## src/rtl/serial_subtractor_if.sv

```systemverilog
// Operand/result bundle for the bit-serial subtractor: start/busy/done handshake
// plus the operand and result buses.
interface serial_subtractor_if #(
    parameter int unsigned WIDTH = 8
) ();
    logic             start;
    logic [WIDTH-1:0] a;
    logic [WIDTH-1:0] b;
    logic             bin;
    logic             busy;
    logic             done;
    logic [WIDTH-1:0] diff;
    logic             bout;

    // Requester side: drives operands and start, observes status and result
    modport master (
        output start, a, b, bin,
        input  busy, done, diff, bout
    );

    // Subtractor side
    modport slave (
        input  start, a, b, bin,
        output busy, done, diff, bout
    );
endinterface

```

## src/rtl/serial_subtractor.sv

```systemverilog
// Bit-serial subtractor: diff = a - b - bin (mod 2^WIDTH), one bit per clock,
// LSB first, through a single full-subtractor cell with a registered borrow.
module serial_subtractor #(
    parameter int unsigned WIDTH = 8
) (
    input logic               clk,
    input logic               rst_n,
    serial_subtractor_if.slave bus
);
    localparam int unsigned CntW = (WIDTH > 1) ? $clog2(WIDTH) : 1;

    typedef enum logic [1:0] {StIdle, StShift, StDone} state_e;

    state_e             state_q, state_d;
    logic [WIDTH-1:0]   sha_q, sha_d;
    logic [WIDTH-1:0]   shb_q, shb_d;
    // Holds the WIDTH-1 result bits produced so far; the last bit is merged on output
    logic [WIDTH-2:0]   shd_q, shd_d;
    logic               br_q, br_d;
    logic [CntW-1:0]    cnt_q, cnt_d;
    logic [WIDTH-1:0]   diff_q, diff_d;
    logic               bout_q, bout_d;

    logic               x_bit, y_bit, d_bit, br_next;
    logic [WIDTH-1:0]   sh_cat;

    // Full-subtractor cell on the current LSBs
    always_comb begin
        x_bit   = sha_q[0];
        y_bit   = shb_q[0];
        d_bit   = x_bit ^ y_bit ^ br_q;
        br_next = (~x_bit & y_bit) | (~x_bit & br_q) | (y_bit & br_q);
        sh_cat  = {d_bit, shd_q};
    end

    // Next-state and datapath control
    always_comb begin
        state_d = state_q;
        sha_d   = sha_q;
        shb_d   = shb_q;
        shd_d   = shd_q;
        br_d    = br_q;
        cnt_d   = cnt_q;
        diff_d  = diff_q;
        bout_d  = bout_q;

        unique case (state_q)
            StIdle, StDone: begin
                state_d = StIdle;
                if (bus.start) begin
                    sha_d   = bus.a;
                    shb_d   = bus.b;
                    br_d    = bus.bin;
                    cnt_d   = '0;
                    state_d = StShift;
                end
            end
            StShift: begin
                sha_d = sha_q >> 1;
                shb_d = shb_q >> 1;
                shd_d = sh_cat[WIDTH-1:1];
                br_d  = br_next;
                cnt_d = cnt_q + CntW'(1);
                if (cnt_q == CntW'(WIDTH - 1)) begin
                    // Final bit: publish the whole word at once so partial shifts stay hidden
                    diff_d  = sh_cat;
                    bout_d  = br_next;
                    state_d = StDone;
                end
            end
            default: state_d = StIdle;
        endcase
    end

    // State and datapath registers
    always_ff @(posedge clk or negedge rst_n) begin
        if (!rst_n) begin
            state_q <= StIdle;
            sha_q   <= '0;
            shb_q   <= '0;
            shd_q   <= '0;
            br_q    <= 1'b0;
            cnt_q   <= '0;
            diff_q  <= '0;
            bout_q  <= 1'b0;
        end else begin
            state_q <= state_d;
            sha_q   <= sha_d;
            shb_q   <= shb_d;
            shd_q   <= shd_d;
            br_q    <= br_d;
            cnt_q   <= cnt_d;
            diff_q  <= diff_d;
            bout_q  <= bout_d;
        end
    end

    // Status and result outputs
    always_comb begin
        bus.busy = (state_q == StShift);
        bus.done = (state_q == StDone);
        bus.diff = diff_q;
        bus.bout = bout_q;
    end
endmodule

```

## src/flat_wrapper.sv

```systemverilog
// flat-port wrapper written by rule: the top's interface ports become plain ports
module serial_subtractor_flat 
#(
    parameter int unsigned WIDTH = 8
)
  (clk, rst_n, bus_start, bus_a, bus_b, bus_bin, bus_busy, bus_done, bus_diff, bus_bout);
  serial_subtractor_if #(.WIDTH(WIDTH)) bus_i ();
  input logic clk;
  input logic rst_n;
  input wire logic [$bits(bus_i.start)-1:0] bus_start;
  input wire logic [$bits(bus_i.a)-1:0] bus_a;
  input wire logic [$bits(bus_i.b)-1:0] bus_b;
  input wire logic [$bits(bus_i.bin)-1:0] bus_bin;
  output wire logic [$bits(bus_i.busy)-1:0] bus_busy;
  output wire logic [$bits(bus_i.done)-1:0] bus_done;
  output wire logic [$bits(bus_i.diff)-1:0] bus_diff;
  output wire logic [$bits(bus_i.bout)-1:0] bus_bout;
  assign bus_i.start = bus_start;
  assign bus_i.a = bus_a;
  assign bus_i.b = bus_b;
  assign bus_i.bin = bus_bin;
  assign bus_busy = bus_i.busy;
  assign bus_done = bus_i.done;
  assign bus_diff = bus_i.diff;
  assign bus_bout = bus_i.bout;
  serial_subtractor #(.WIDTH(WIDTH)) u_core (.clk(clk), .rst_n(rst_n), .bus(bus_i));
endmodule
```

## config.mk

```make
export PLATFORM = sky130hd
export DESIGN_NAME = serial_subtractor_flat
export DESIGN_NICKNAME = d
export VERILOG_FILES = /design/src/rtl/serial_subtractor_if.sv /design/src/rtl/serial_subtractor.sv /design/src/flat_wrapper.sv
export SDC_FILE = /design/constraint.sdc
export NUM_CORES = 1
export LEC_CHECK = 0
export CAP_MARGIN = 10
export CORE_MARGIN = 4
export CORE_UTILIZATION = 51
export CTS_CLUSTER_DIAMETER = 30
export DETAILED_ROUTE_END_ITERATION = 10
export PLACE_DENSITY = 0.84
export SETUP_SLACK_MARGIN = 0.3
export SLEW_MARGIN = 20
export SYNTH_ARGS = -nofsm -noshare
export SYNTH_HDL_FRONTEND = slang
export SYNTH_SLANG_ARGS = --single-unit
export TNS_END_PERCENT = 100
```

## constraint.sdc

```tcl
create_clock -name clk -period 1.8 [get_ports clk]
set_input_delay 0.18 -clock clk [delete_from_list [all_inputs] [get_ports clk]]
set_output_delay 0.18 -clock clk [all_outputs]
set_load 0.02 [all_outputs]
```

Yosys cells after proc, flatten, opt, wreduce, memory -nomap -nowiden:

Index checks and enable logic that the tools add are counted.

* input bits: 20
* output and inout bits: 11
* register bits after elaboration: 38
* word-level logic and storage cells: 38

* equality and inequality tests: 5
* bitwise operators: 8
* reduce and logical (&&, ||, !) cells: 5
* muxes and demuxes: 11
* add/sub/neg operators: 1

Operator list (count)
* one-hot mux 8 bit (2 select lines): 2
* 2-to-1 mux 8 bit: 2
* one-hot mux 3 bit (2 select lines): 1
* one-hot mux 2 bit (2 select lines): 1
* AND reduction 2 bit: 2
* adder 3 x 1 -> 3 bit, second input constant: 1
* AND 1 bit: 3
* equality test 3 bit, second input constant: 1
* 2-to-1 mux 3 bit: 1
* equality test 2 x 1 -> 1 bit, second input constant: 1
* equality test 2 bit, second input constant: 1
* logical NOT 2 bit: 1
* 2-to-1 mux 1 bit: 2
* 2-to-1 mux 2 bit: 1
* != test 2 x 1 -> 1 bit, second input constant: 1
* != test 2 bit, second input constant: 1
* bitwise OR 1 bit: 2
* one-hot mux 1 bit (2 select lines): 1
* nonzero test 2 bit: 1
* OR reduction 2 bit: 1
* bitwise XOR 1 bit: 2
* NOT 1 bit: 1

Longest topological paths before layout:

* depth in word-level cells: 5
* gate-level depth with buffers: 6
* gate-level depth less buffers: 5

Worst setup path after synthesis:

OpenSTA, ideal clock, no wires.

* kind: register to register
* start: register u_core.cnt_q[0]
* end: register u_core.bout_q, in the netlist u_core.bus.bout
* setup time: 0.125 ns
* period minus slack after synthesis: 1.471 ns
* stages on the path, launching flop included: 6
* required time: 1.675 ns
* path buffers: 1
* data arrival time: 1.345 ns
* setup slack: 0.329 ns
* cells stage by stage: dfrtp_1 -> ha_1 -> ha_1 -> nand3b_1 -> buf_4 -> mux2_4

* longest elaborated chain between the ends: 2

RTL lines
* start: declaration: RTL line serial_subtractor.sv:20 `logic [CntW-1:0] cnt_q, cnt_d;`
* start signal: assignment: RTL line serial_subtractor.sv:92 `cnt_q <= cnt_d;`
* equality test 3 bit: RTL line serial_subtractor.sv:64 `if (cnt_q == CntW'(WIDTH - 1)) begin`
* AND reduction 2 bit (no line)
* end signal: assignment: RTL line serial_subtractor.sv:94 `bout_q <= bout_d;`
* end: declaration: RTL line serial_subtractor.sv:22 `logic bout_q, bout_d;`

No other way between the ends.
A chain may end at the register's enable or synchronous reset.

Worst setup path in the final report:

* start: register u_core.cnt_q[0]
* end: register u_core.diff_q[0], in the netlist u_core.bus.diff[0]

* longest elaborated chain between the ends: 2

RTL lines
* equality test 3 bit: RTL line serial_subtractor.sv:64
* AND reduction 2 bit (no line)
* end signal: assignment: RTL line serial_subtractor.sv:93 `diff_q <= diff_d;`
* end: declaration: RTL line serial_subtractor.sv:21 `logic [WIDTH-1:0] diff_q, diff_d;`

No other way between the ends.

==> impl_summary.md <==
Status
The run finished with clean final reports.

Synth
The area of the mapped netlist is 1710 um^2. The register bit count reported by yosys is 38. Sequential cells were found to cover 55.6% of the synthesized design area. The netlist uses 24 different library cells. The multiplexer area fraction after synthesis is 12.8%. Synthesis produced 153 cells. The Yosys warning count is 0.

Of the total synthesized cell area, the portion taken by full adders, half adders and majority gates is 2.63%. The mean instance size in the synthesized netlist is 11.2 um^2. After Yosys synthesis, XOR and XNOR cells account for 0% of the synthesized area. Counting every net in the synthesized netlist gives 176. The combinational family with the most area after synthesis is simple AND/OR/NAND/NOR gates. The post-synthesis compound-gate area fraction is 11.3%. The synthesized netlist devotes 13.5% of its cell area to simple gates.

CTS
The clock-pin slew of the registers on the worst-case setup and hold paths is 0.11 ns. The maximum clock path buffer count is 2. TritonCTS built the clock tree.

The number of H-tree levels is 2. The number of clock sinks is 38. The total clock buffers created by CTS is 5. The root buffer cell chosen for the clock tree is sky130_fd_sc_hd__clkbuf_4. The clock insertion delay at the later pin of the skew report is 0.34 ns.

Pwr
The cell leakage power is 1.05 nW. Summing internal, switching and leakage power gives 3.69 mW. The peak supply drop is 749 uV. In this run the power density over the cells is 1670 nW/um^2.

Min path
The worst min-delay path class is in2async.

Cells and area
Leaving out fill and tap cells, the most frequent cells in the layout are 37 x sky130_fd_sc_hd__dfrtp_1, 20 x sky130_fd_sc_hd__nand2_1, 18 x sky130_fd_sc_hd__clkdlybuf4s50_1, 16 x sky130_fd_sc_hd__buf_4. The area used by sequential logic in the layout is 952 um^2. After filler insertion, the fill cell instance count of the layout stands at 263. From synthesis to final layout, the design area changed by 29.1%. The final-stage net count is 221.

The antenna cell count is 0. Cells with a size suffix above 1 make up 20.6% of the layout. Leaving out fill and tap cells, the most frequent cell in the layout is sky130_fd_sc_hd__dfrtp_1. The share of the core filled with cells in the final layout is 70.6%. Summing all multi-input logic gate instances after layout gives 699 um^2.

Critical path
The type of element launching the critical path is a flip-flop. The origin of the critical flop-to-flop path is u_core.cnt_q[0]. The data required time at the worst endpoint is 2.03 ns.

STA classifies the critical path endpoint as a flip-flop. The worst register-to-register path ends at u_core.bus.diff[0]. Measured in cells, the most critical reg-to-reg path has a length of 5. Along the worst path, the maximum fanout reaches 4. The critical path arrival is 1.70 ns. The critical path class is reg2reg. Across all register-to-register paths, the minimum setup slack is 0.34 ns.

GRT
Global routing used 18.2% of the available tracks. The number of global-route vias before repair is 1384. The global-route wire length before repair is 6030 um.

The initial antenna violation count is 0. The total grt overflow is 0. Entering global routing, the biggest net connects 26 pins.

Drt
The total via count in the routed design is 1297. The count of routing violations after the opening detailed-route iteration is 62. The post-route DRC violation count is 0. The total iterations of the first detailed-routing run is 4. After detailed routing, the average wire length per cell comes to 15.3 um. The detail-routed via count per cell is 5.34. The count of nets left with antenna violations once routing finished came out at 0. The post-detailed-routing wire length is 3710 um.

Flow run
The number of maximum-capacitance violations is 0.

Timing
For the final routed database, the setup TNS stands at 0 ns. Setup violations remaining at the end of the flow were counted as 0. The final critical-path required period is 1.46 ns. The worst pin sits at a relative slew slack of 63.3%. Setup repair after global routing left no endpoint under its margin. Derived from the worst setup path, the maximum achievable clock frequency is 683 MHz. The number of hold-slack violations in the final timing report was 0. For the pin with the worst max-slew slack, the measured transition is 0.550 ns.

The total count of max-transition violations in the final report was 0. Dividing the final minimum period by the clock period gives 81.3%. The clock arrives with 0.00704 ns of skew.

Place
Input and output buffers added on the ports amount to 30. The half-perimeter wire length after detailed placement is 2620 um. The weighted congestion reported at the end of routability-driven placement is 0.773.

Floorplanning
In this run the vertical extent of the chip is 65.9 um. The die covers 4350 um^2. The initial core utilization is 54.7%. For this design the top-level I/O count stands at 31. Measured along the x axis, the die boundary spans 65.9 um. Row generation in the floorplan step produced 20 rows. The floorplan step defined a core boundary enclosing 3130 um^2.
==> repair_timing <==
| item | CTS | global route |
|---|---|---|
| hold buffers | 1 | 0 |
| cloned | 1 | 0 |
| pin swaps | 0 | 0 |
| buffers inserted | 3 | 4 |
| hold endpoints to repair | 23 | 0 |
| resized for setup | 15 | 7 |
| setup endpoints to repair | 16 | 16 |
==> sequential cells by signal, indices dropped and copies added, names as in the netlist <==
signal,cells
u_core.bus.diff,8
u_core.sha_q,8
u_core.shb_q,8
u_core.shd_q,7
u_core.cnt_q,3
u_core.state_q,2
u_core.br_q,1
u_core.bus.bout,1
==> area by class of cell <==
type / instances / share of cell area (%)
timing repair buffer: 48 / 19.5
multi-input combinational: 102 / 31.7
clock buffer: 7 / 2.49
sequential: 38 / 43.1
tap: 44 / 2.49
clock inverter: 1 / 0.227
inverter: 3 / 0.510
==> synthesized netlist by cell type, drive strengths merged <==
| cell type | n | area share [%] |
|---|---|---|
| a21oi | 8 | 2.3 |
| nor3 | 7 | 2.0 |
| fa | 1 | 1.2 |
| buf | 9 | 3.4 |
| inv | 3 | 0.66 |
| a211oi | 7 | 3.1 |
| nand3 | 2 | 0.58 |
| nand2 | 20 | 4.4 |
| clkbuf | 1 | 0.22 |
| a22o | 3 | 1.5 |
| dfrtp | 38 | 56 |
| nand2b | 2 | 0.73 |
| o21ai | 5 | 1.5 |
| mux2i | 8 | 4.7 |
| ha | 2 | 1.5 |
| mux2 | 10 | 8.1 |
| nor2 | 9 | 2.0 |
| o22ai | 8 | 2.9 |
| nand3b | 1 | 0.44 |
| nor2b | 9 | 3.3 |
==> power breakdown <==
| group | switching, mW | leakage, nW | internal, mW |
|---|---|---|---|
| clock | 0.270 | 0.0353 | 0.190 |
| combinational | 0.864 | 0.551 | 0.840 |
| sequential | 0.269 | 0.462 | 1.26 |
==> critical path, cell delays in order, from the launching register on <==
cell,delay (ns)
sky130_fd_sc_hd__dfrtp_1,0.41
sky130_fd_sc_hd__ha_2,0.18
sky130_fd_sc_hd__ha_2,0.17
sky130_fd_sc_hd__nand3b_1,0.13
sky130_fd_sc_hd__buf_4,0.17
sky130_fd_sc_hd__mux2_4,0.30
==> cell families after synthesis <==
logic type | Yosys count
and+or+nand+nor | 50
DFF | 38
AOI/OAI and AO/OA | 31
muxes | 18
buffers and inverters | 13
adders and majority gates | 3
==> metrics by stage <==
step	cells	hold WS (ns)	area, um^2	setup slack, ns
after detailed placement	226	0.190	2070	0.249
after global routing	243	0.385	2210	0.286
final	243	0.350	2210	0.337
after CTS	239	0.354	2170	0.304
after global placement	226	0.182	2070	0.303
after floorplan	153	-0.116	1710	0.329
==> worst max-delay path by stage <==
stage | startpoint | to | slack (ns) | cells after the start
final | u_core.cnt_q[0] | u_core.bus.diff[0] | 0.34 | 5
after global routing | u_core.cnt_q[0] | u_core.bus.diff[0] | 0.29 | 5
after CTS | u_core.bus.diff[6] | bus_diff[6] | 0.30 | 1
after detailed placement | u_core.cnt_q[0] | u_core.bus.diff[3] | 0.25 | 5
after global placement | u_core.cnt_q[0] | u_core.bus.diff[3] | 0.30 | 5
after floorplan | u_core.cnt_q[0] | u_core.bus.bout | 0.33 | 5
==> per-layer routing <==
layer	share of wire (%)	up-vias	wire [um]	GRT usage, %
li1	-	627	-	-
met1	43	630	1600	21.9
met2	52	38	1940	32.7
met3	4.1	2	154	4.76
met4	0.38	0	14	3.55
met5	0	-	0	0
No activity file was read; power rests on OpenSTA's default activity.
